File: src/rtl/cruise_ctrl_param.sv
// Parametrised cruise-control controller: manual / cruise / brake states,
// saturating speed model, clamped setpoint and a resume memory with valid flag.
module cruise_ctrl_param #(
    parameter int unsigned SPEED_W    = 8,
    parameter int unsigned SPEED_MAX  = 200,
    parameter int unsigned MIN_SET    = 46,
    parameter int unsigned ACCEL_STEP = 1,
    parameter int unsigned DECAY_STEP = 1,
    parameter int unsigned BRAKE_STEP = 2,
    parameter int unsigned TRACK_STEP = 1,
    parameter int unsigned SET_STEP   = 1
) (
    input  logic               clk_i,
    input  logic               rst_ni,
    input  logic               throttle_i,
    input  logic               set_i,
    input  logic               accel_i,
    input  logic               coast_i,
    input  logic               cancel_i,
    input  logic               resume_i,
    input  logic               brake_i,
    output logic [SPEED_W-1:0] speed_o,
    output logic [SPEED_W-1:0] speedset_o,
    output logic               cruisecontrol_o,
    output logic [1:0]         state_o,
    output logic               mem_valid_o
);

    localparam logic [SPEED_W-1:0] SpeedMax  = SPEED_W'(SPEED_MAX);
    localparam logic [SPEED_W-1:0] MinSet    = SPEED_W'(MIN_SET);
    localparam logic [SPEED_W-1:0] AccelStep = SPEED_W'(ACCEL_STEP);
    localparam logic [SPEED_W-1:0] DecayStep = SPEED_W'(DECAY_STEP);
    localparam logic [SPEED_W-1:0] BrakeStep = SPEED_W'(BRAKE_STEP);
    localparam logic [SPEED_W-1:0] TrackStep = SPEED_W'(TRACK_STEP);
    localparam logic [SPEED_W-1:0] SetStep   = SPEED_W'(SET_STEP);

    typedef enum logic [1:0] {
        StManu  = 2'd0,
        StAuto  = 2'd1,
        StBrake = 2'd2
    } state_e;

    state_e             state_q;
    logic [SPEED_W-1:0] speed_q;
    logic [SPEED_W-1:0] speedset_q;
    logic [SPEED_W-1:0] cruisespeed_q;
    logic               mem_valid_q;

    // min(x + k, SpeedMax), summed with a guard bit so it never wraps
    function automatic logic [SPEED_W-1:0] sat_add(input logic [SPEED_W-1:0] x,
                                                   input logic [SPEED_W-1:0] k);
        logic [SPEED_W:0] sum;
        sum = {1'b0, x} + {1'b0, k};
        return (sum > {1'b0, SpeedMax}) ? SpeedMax : sum[SPEED_W-1:0];
    endfunction

    // max(x - k, 0)
    function automatic logic [SPEED_W-1:0] sat_sub(input logic [SPEED_W-1:0] x,
                                                   input logic [SPEED_W-1:0] k);
        return (x < k) ? '0 : x - k;
    endfunction

    // Step toward the target by at most TrackStep without overshooting it
    function automatic logic [SPEED_W-1:0] track(input logic [SPEED_W-1:0] x,
                                                 input logic [SPEED_W-1:0] tgt);
        logic [SPEED_W-1:0] diff;
        if (x > tgt) begin
            diff = x - tgt;
            return x - ((diff < TrackStep) ? diff : TrackStep);
        end else if (x < tgt) begin
            diff = tgt - x;
            return x + ((diff < TrackStep) ? diff : TrackStep);
        end
        return x;
    endfunction

    // max(x - SetStep, MinSet), compared with a guard bit
    function automatic logic [SPEED_W-1:0] coast_set(input logic [SPEED_W-1:0] x);
        logic [SPEED_W:0] floor_sum;
        floor_sum = {1'b0, MinSet} + {1'b0, SetStep};
        return ({1'b0, x} < floor_sum) ? MinSet : x - SetStep;
    endfunction

    // Whole controller: state, speed model, setpoint and resume memory in one register stage
    always_ff @(posedge clk_i or negedge rst_ni) begin
        if (!rst_ni) begin
            state_q       <= StManu;
            speed_q       <= '0;
            speedset_q    <= '0;
            cruisespeed_q <= '0;
            mem_valid_q   <= 1'b0;
        end else begin
            case (state_q)
                StManu: begin
                    if (brake_i) begin
                        state_q <= StBrake;
                        speed_q <= sat_sub(speed_q, BrakeStep);
                    end else begin
                        speed_q <= throttle_i ? sat_add(speed_q, AccelStep)
                                              : sat_sub(speed_q, DecayStep);
                        if (set_i && (speed_q >= MinSet)) begin
                            state_q    <= StAuto;
                            speedset_q <= speed_q;
                        end else if (resume_i && mem_valid_q && (speed_q != '0)) begin
                            state_q    <= StAuto;
                            speedset_q <= cruisespeed_q;
                        end
                    end
                end
                StAuto: begin
                    if (brake_i) begin
                        state_q       <= StBrake;
                        cruisespeed_q <= speedset_q;
                        mem_valid_q   <= 1'b1;
                        speed_q       <= sat_sub(speed_q, BrakeStep);
                    end else if (cancel_i) begin
                        state_q       <= StManu;
                        cruisespeed_q <= speedset_q;
                        mem_valid_q   <= 1'b1;
                        speed_q       <= sat_sub(speed_q, DecayStep);
                    end else begin
                        // Tracking uses the setpoint from before this cycle's accel/coast
                        speed_q <= throttle_i ? sat_add(speed_q, AccelStep)
                                              : track(speed_q, speedset_q);
                        if (accel_i && !coast_i) begin
                            speedset_q <= sat_add(speedset_q, SetStep);
                        end else if (coast_i && !accel_i) begin
                            speedset_q <= coast_set(speedset_q);
                        end
                    end
                end
                StBrake: begin
                    if (throttle_i) begin
                        state_q <= StManu;
                        speed_q <= sat_add(speed_q, AccelStep);
                    end else begin
                        speed_q <= sat_sub(speed_q, BrakeStep);
                        if (brake_i) begin
                            state_q <= StBrake;
                        end else if (set_i && (speed_q >= MinSet)) begin
                            state_q    <= StAuto;
                            speedset_q <= speed_q;
                        end else if (resume_i && mem_valid_q && (speed_q != '0)) begin
                            state_q    <= StAuto;
                            speedset_q <= cruisespeed_q;
                        end
                    end
                end
                default: begin
                    // Illegal encoding: recover to manual with speed frozen
                    state_q <= StManu;
                end
            endcase
        end
    end

    // Outputs are straight views of the registers
    always_comb begin
        speed_o         = speed_q;
        speedset_o      = speedset_q;
        state_o         = state_q;
        cruisecontrol_o = (state_q == StAuto);
        mem_valid_o     = mem_valid_q;
    end

endmodule

File: config.mk
export PLATFORM = sky130hd
export DESIGN_NAME = cruise_ctrl_param
export DESIGN_NICKNAME = d
export VERILOG_FILES = /design/src/rtl/cruise_ctrl_param.sv
export SDC_FILE = /design/constraint.sdc
export NUM_CORES = 1
export LEC_CHECK = 0
export ABC_AREA = 0
export CAP_MARGIN = 15
export CELL_PAD_IN_SITES_DETAIL_PLACEMENT = 0
export CELL_PAD_IN_SITES_GLOBAL_PLACEMENT = 2
export CORE_MARGIN = 4
export CORE_UTILIZATION = 38
export CTS_CLUSTER_DIAMETER = 150
export DETAILED_ROUTE_END_ITERATION = 10
export PLACE_DENSITY = 0.95
export SYNTH_ARGS = -nofsm -noshare
export SYNTH_HDL_FRONTEND = slang
export SYNTH_SLANG_ARGS = --single-unit
File: constraint.sdc
create_clock -name clk_i -period 13.8 [get_ports clk_i]
set_input_delay 2.76 -clock clk_i [delete_from_list [all_inputs] [get_ports clk_i]]
set_output_delay 2.76 -clock clk_i [all_outputs]
set_load 0.01 [all_outputs]
==> run_results.csv, run 1 <==
group,metric,value,unit
outcome,status,"finished clean",
timing,max-slew-margin-rel,39.1,%
detailed_routing,firstDrtPassIters,6,
timing,finClkSkew,0.00187,ns
floorplan,dieWidth,111,um
logic_synthesis,syn_area_per_cell,7.36,um^2
floorplan,fp-row-count,37,
layout,multi_input_area,3050,um^2
logic_synthesis,synthesis.nets,592,
cts,cts_hold_buf,0,
cts,clkTransAtPathRegs,0.10,ns
detailed_routing,drt_iter0_drc,358,
timing,setup_violations,0,
detailed_routing,viasPerCell,6.12,
layout,final-instance-count-excl-fill,680,
critical_path,worstSetupPathType,"reg2reg",
detailed_routing,routed_wl,12.9,mm
logic_synthesis,yosysMostFrequentCell,"nor2_1",
floorplan,die-area,12200,um^2
cts,clk-insertion-delay-late,0.28,ns
cts,cts_setup_buffers,0,
critical_path,startpoint_type,"flip-flop",
timing,hold_violations,0,
timing,finalCritPeriodShare,38.8,%
timing,tightest_slew,0.901,ns
logic_synthesis,yosys_register_bits,27,
critical_path,end_kind,"flip-flop",
cts,clock_sinks,27,
logic_synthesis,synthTopCellsByCount,"nor2_1, a21oi_1, o21ai_0",
global_routing,grt_pass1_vias,3892,
cts,cts_resized,0,
logic_synthesis,syn-cell-area,4000,um^2
timing,rsz0062_at_grt,"false",
layout,finalNetCount,594,
logic_synthesis,netlist_top_cells_area,"dfrtp_1, ha_1, a21oi_1",
detailed_routing,ant_nets,0,
critical_path,worst-path-max-fanout,14,
detailed_routing,num_vias,4159,
logic_synthesis,ys_seq_area_share,16.9,%
placement,placedCellCount,676,
floorplan,core-area,10300,um^2
logic_synthesis,synth_edf_count,0,
global_routing,gr-usage-all-layers,20.6,%
cts,cts_buffers,3,
cts,cts_buffer_depth,2,
logic_synthesis,async_reset_ff_share,100,%
logic_synthesis,yosysUniqueCellTypes,82,
placement,gp_congestion,0.938,
logic_synthesis,yosys_most_used_dff,"dfrtp_1",
global_routing,grt_max_degree,28,
layout,diodes,0,
timing,final_max_slew_viol_count,0,
critical_path,cp_data_required_time,13.97,ns
layout,drive_gt1_share,5.15,%
logic_synthesis,synthCells,543,
floorplan,fp.dieH,111,um
timing,fmax,0.187,GHz
global_routing,grt_antenna_before_repair,0,
logic_synthesis,synth_warnings,0,
detailed_routing,wl_per_cell,19.0,um
placement,post-dp-hpwl,9.53,mm
logic_synthesis,synth_top_cell_area_share,16.9,%
cts,cts_max_level,1,
placement,port_buffers,28,
flow_run,drv_cap,0,
hold_path,hold_class,"reg2reg",
detailed_routing,drc,0,
timing,setup_tns,0,ns
layout,regArea,676,um^2
floorplan,ios,29,
floorplan,initial_core_util,38.9,%
layout,final.fill_count,1062,
global_routing,grt_first_pass_wirelength,20.8,mm
global_routing,gr-total-overflow,0,
timing,layout_min_cycle_time,5.36,ns
logic_synthesis,yosysTopAreaCell,"dfrtp_1",
cts,clockRootBuffer,"clkbuf_8",
layout,area_delta_synth_final,9.33,%
critical_path,cp_data_arrival_time,5.53,ns
cts,tritoncts,"built",
[cell type report]
class	count	area share, %
Clock buffer	3	0.945
Clock inverter	1	0.172
Inverter	31	2.66
Multi-Input combinational cell	450	69.8
Sequential cell	27	15.5
Tap cell	136	3.89
Timing Repair Buffer	32	7.10
[final timing paths]
check                                              from                            to  slack (ns)  depth (start not counted)
setup / recovery                 speed_o[1]$_DFFE_PN0P_        speed_o[7]$_DFFE_PN0P_        8.44                         18
hold / removal             cruisespeed_q[7]$_DFFE_PN0P_  cruisespeed_q[7]$_DFFE_PN0P_        0.49                          2
setup reg to reg                 speed_o[1]$_DFFE_PN0P_        speed_o[7]$_DFFE_PN0P_        8.44                         18
hold reg to reg            cruisespeed_q[7]$_DFFE_PN0P_  cruisespeed_q[7]$_DFFE_PN0P_        0.49                          2
max in group asynchronous                        rst_ni     speedset_o[0]$_DFFE_PN0P_       10.67                          2
min in group asynchronous                        rst_ni     speedset_o[4]$_DFFE_PN0P_        2.85                          2
[kinds of logic (layout without fill, tap and decap cells)]
logic type / Yosys count / after routing / share of synthesized area (%)
other: 1 / 1 / 0.0938
AO/OA/AOI/OAI: 192 / 192 / 32.0
XOR/XNOR: 24 / 24 / 5.26
flip-flops: 27 / 27 / 16.9
AND/OR/NAND/NOR: 184 / 184 / 23.5
adder cells (fa/ha/maj): 40 / 40 / 13.1
buffers and inverters: 66 / 67 / 6.83
multiplexers: 9 / 9 / 2.38
[per-layer routing]
| layer | track usage [%] | share of wire [%] | vias up |
|---|---|---|---|
| met1 | 28.3 | 45 | 1976 |
| met4 | 6.32 | 2.2 | 0 |
| met5 | 0 | 0 | - |
| met3 | 4.38 | 8.7 | 20 |
| li1 | - | - | 1988 |
| met2 | 32.5 | 44 | 175 |
[sequential cells by signal, summed over array words and instances, names as in the netlist]
name           flops
state_o            2
speedset_o         8
mem_valid_o        1
speed_o            8
cruisespeed_q      8
[placed cells by master (no fill, tap or decap), drive strengths merged, types with 6 or more instances in the layout]
cell	instances
dfrtp	27
xnor2	16
clkdlybuf4s50	28
o21ai	53
nor2b	12
ha	37
a21oi	48
and3	6
xor2	8
o2111ai	6
a211oi	7
nand2	41
nor3	11
nand2b	10
nand3	13
inv	30
nor2	56
[worst max-delay path, cell delays in order, from the launching register on]
cell	delay, ns
dfrtp_1	0.81
inv_1	0.45
fa_1	0.56
xor2_1	0.18
o2111ai_1	0.14
a311o_1	0.34
a211oi_1	0.35
and2_1	0.21
ha_1	0.22
and3_1	0.17
ha_1	0.29
a21o_1	0.18
a21oi_1	0.23
o21bai_1	0.09
a21oi_1	0.20
o21ai_0	0.15
xnor2_1	0.32
nor2_1	0.09
a2111oi_1	0.25
[per-stage QoR]
step / hold slack (ns) / utilization, % / cell area, um^2 / worst slack (ns)
6_report: 0.491 / 42.5 / 4370 / 8.44
5_1_grt: 0.534 / 42.5 / 4370 / 8.00
4_1_cts: 0.492 / 42.5 / 4370 / 8.47
3_5_place_dp: 0.468 / 42.0 / 4320 / 8.41
3_3_place_gp: 0.460 / 42.0 / 4320 / 8.49
2_1_floorplan: 0.446 / - / 4000 / 9.31
Power of run 1 is left out: the tool's default activity adds up to more than one toggle a clock period on the data nets, which glitch-free logic cannot reach.
==> run 2: changes to the inputs <==
--- a/config.mk
+++ b/config.mk
@@ -10,10 +10,10 @@
 export CELL_PAD_IN_SITES_DETAIL_PLACEMENT = 0
 export CELL_PAD_IN_SITES_GLOBAL_PLACEMENT = 2
 export CORE_MARGIN = 4
-export CORE_UTILIZATION = 38
+export CORE_UTILIZATION = 32
 export CTS_CLUSTER_DIAMETER = 150
 export DETAILED_ROUTE_END_ITERATION = 10
-export PLACE_DENSITY = 0.95
+export PLACE_DENSITY = 0.87
 export SYNTH_ARGS = -nofsm -noshare
 export SYNTH_HDL_FRONTEND = slang
 export SYNTH_SLANG_ARGS = --single-unit
==> constraint.sdc (replaced) <==
create_clock -name clk_i -period 4.5 [get_ports clk_i]
set_input_delay 0.9 -clock clk_i [delete_from_list [all_inputs] [get_ports clk_i]]
set_output_delay 0.9 -clock clk_i [all_outputs]
set_load 0.01 [all_outputs]
==> run 2 against run 1 <==
- die area increased by 17%
- via count increased by 3.5%
- clock skew increased by 0.0068 ns
- worst hold slack got worse by 0.0059 ns
- first-iteration DRC count decreased by 22%
- sequential share of layout area decreased by 1.3 points
- critical endpoint is now speed_o[6]$_DFFE_PN0P_
- flip-flop and latch count unchanged
- fmax increased by 25%
- non-clock buffer count increased by 37
- cell count increased by 10%
- critical path depth increased by 6
==> run_results.csv, run 2 (same netlist as run 1, synthesis figures left out) <==
group,metric,value,unit
cts,cts_hold_buf,0,
critical_path,critPathMaxStageDelay,0.46,ns
timing,finClkSkew,0.00868,ns
floorplan,dieWidth,120,um
global_routing,busiest_layer,"met2",
placement,port_buffers,28,
global_routing,grt_antenna_before_repair,0,
timing,final_max_slew_viol_count,0,
global_routing,grt_max_degree,28,
critical_path,worst-path-max-fanout,9,
layout,finalInstanceArea,4760,um^2
timing,hold_violations,0,
detailed_routing,wl_per_cell,18.2,um
layout,layout.cells.most_common,"nor2_1",
layout,diodes,0,
timing,setup_tns,0,ns
layout,area_delta_synth_final,19.2,%
detailed_routing,viasPerCell,5.74,
outcome,status,"finished clean",
critical_path,cp_data_arrival_time,4.45,ns
detailed_routing,ant_nets,0,
floorplan,initial_core_util,33.0,%
critical_path,end_kind,"flip-flop",
global_routing,gr-usage-all-layers,18.8,%
critical_path,startpoint_type,"flip-flop",
layout,mostFrequentLayoutCells,"nor2_1, a21oi_1, o21ai_0, nand2_1, buf_4",
cts,clk-insertion-delay-late,0.27,ns
cts,cts_buffer_depth,2,
placement,place_area,4610,um^2
detailed_routing,routed_wl,13.6,mm
floorplan,core-area,12100,um^2
floorplan,fp-row-count,40,
layout,finalNetCount,631,
timing,fmax,0.234,GHz
global_routing,groute.layer.met2.usage,29.9,%
global_routing,gr-total-overflow,0,
cts,clock_sinks,27,
cts,cts_buffers,3,
global_routing,met1_usage,27.2,%
global_routing,grt_first_pass_wirelength,21.9,mm
cts,clockRootBuffer,"clkbuf_16",
critical_path,crit_top_cell,"inv_1",
critical_path,crit_chain,"buf_4, inv_2, ha_1, inv_1, fa_2, a21oi_1, nor2b_1, nor2_1, nor2_1, o21a_1, or4_1, o21ai_0, a22oi_1, ha_2, inv_1, fa_2, inv_1, a21oi_1, o21bai_1, a21o_1, a21oi_2, xnor2_1, o221ai_1, a211oi_2",
timing,max-slew-margin-rel,38.6,%
detailed_routing,drt_iter0_drc,278,
flow_run,drv_cap,0,
timing,setup_violations,0,
global_routing,grt_pass1_vias,4085,
placement,post-dp-hpwl,10.5,mm
cts,clkTransAtPathRegs,0.07,ns
timing,tightest_slew,0.917,ns
global_routing,met3_usage,2.59,%
layout,drive_gt1_share,13.4,%
critical_path,worstSetupPathType,"reg2reg",
timing,finalCritPeriodShare,95.0,%
floorplan,die-area,14300,um^2
detailed_routing,drc,0,
critical_path,cp_slowest_cell,"or4_1",
floorplan,fp.dieH,120,um
timing,layout_min_cycle_time,4.27,ns
critical_path,cp_data_required_time,4.67,ns
layout,final-instance-count-excl-fill,749,
cts,tritoncts,"built",
placement,gp_congestion,0.931,
layout,final.fill_count,1299,
placement,placedCellCount,741,
layout,final_util,39.3,%
floorplan,ios,29,
hold_path,hold_class,"reg2reg",
cts,cts_max_level,1,
detailed_routing,num_vias,4303,
detailed_routing,firstDrtPassIters,5,
[run 2: cell type report]
cell class              instances  area, um^2  share of cell area, %
clock buffers                   3        75.1                   1.58
clock inverters                 1        7.51                  0.158
inverters                      31         116                   2.44
multi-input cells             450        3090                   64.9
flip-flops and latches         27         677                   14.2
well taps                     168         210                   4.41
repair buffers                 69         588                   12.3
[run 2: critical path: cells and delay by family, from the launching register on]
kind                       cells  cell delay, ns
AOI/OAI and AO/OA             10            1.56
xor gates and xnor gates       1            0.16
adders and majority gates      4            0.90
buffers and inverters          5            0.46
DFF                            1            0.38
and+or+nand+nor                4            0.71
[run 2: routing by layer]
metal	part of all wire, %	vias to the layer above
li1	-	2063
met1	48	2063
met2	45	155
met3	6.2	22
met4	1.6	0
met5	0	-
[run 2: per-stage QoR]
| stage | hold slack [ns] | worst slack, ns |
|---|---|---|
| 5_1_grt | 0.519 | -0.0310 |
| 3_5_place_dp | 0.471 | 0.0318 |
| 4_1_cts | 0.487 | 0.0559 |
| 2_1_floorplan | 0.446 | 0.0123 |
| 6_report | 0.485 | 0.226 |
| 3_3_place_gp | 0.462 | 0.0879 |
[run 2: path summary, 6_finish.rpt]
check,startpoint,slack (ns),end,depth (start not counted)
worst min register to register,cruisespeed_q[5]$_DFFE_PN0P_,0.48,cruisespeed_q[5]$_DFFE_PN0P_,2
max in group asynchronous,rst_ni,3.20,speedset_o[7]$_DFFE_PN0P_,2
min in group asynchronous,rst_ni,1.01,speedset_o[3]$_DFFE_PN0P_,2
worst max-delay path,speedset_o[0]$_DFFE_PN0P_,0.23,speed_o[6]$_DFFE_PN0P_,24
worst max register to register,speedset_o[0]$_DFFE_PN0P_,0.23,speed_o[6]$_DFFE_PN0P_,24
worst min-delay path,cruisespeed_q[5]$_DFFE_PN0P_,0.48,cruisespeed_q[5]$_DFFE_PN0P_,2
[run 2: repair_timing]
item                                    4_1_cts  5_1_grt
pin swaps                                     0       10
buffers inserted                              0        4
endpoints found under the setup margin        1        5
resized for setup                             1       13
Power of run 2 is left out for the same reason.
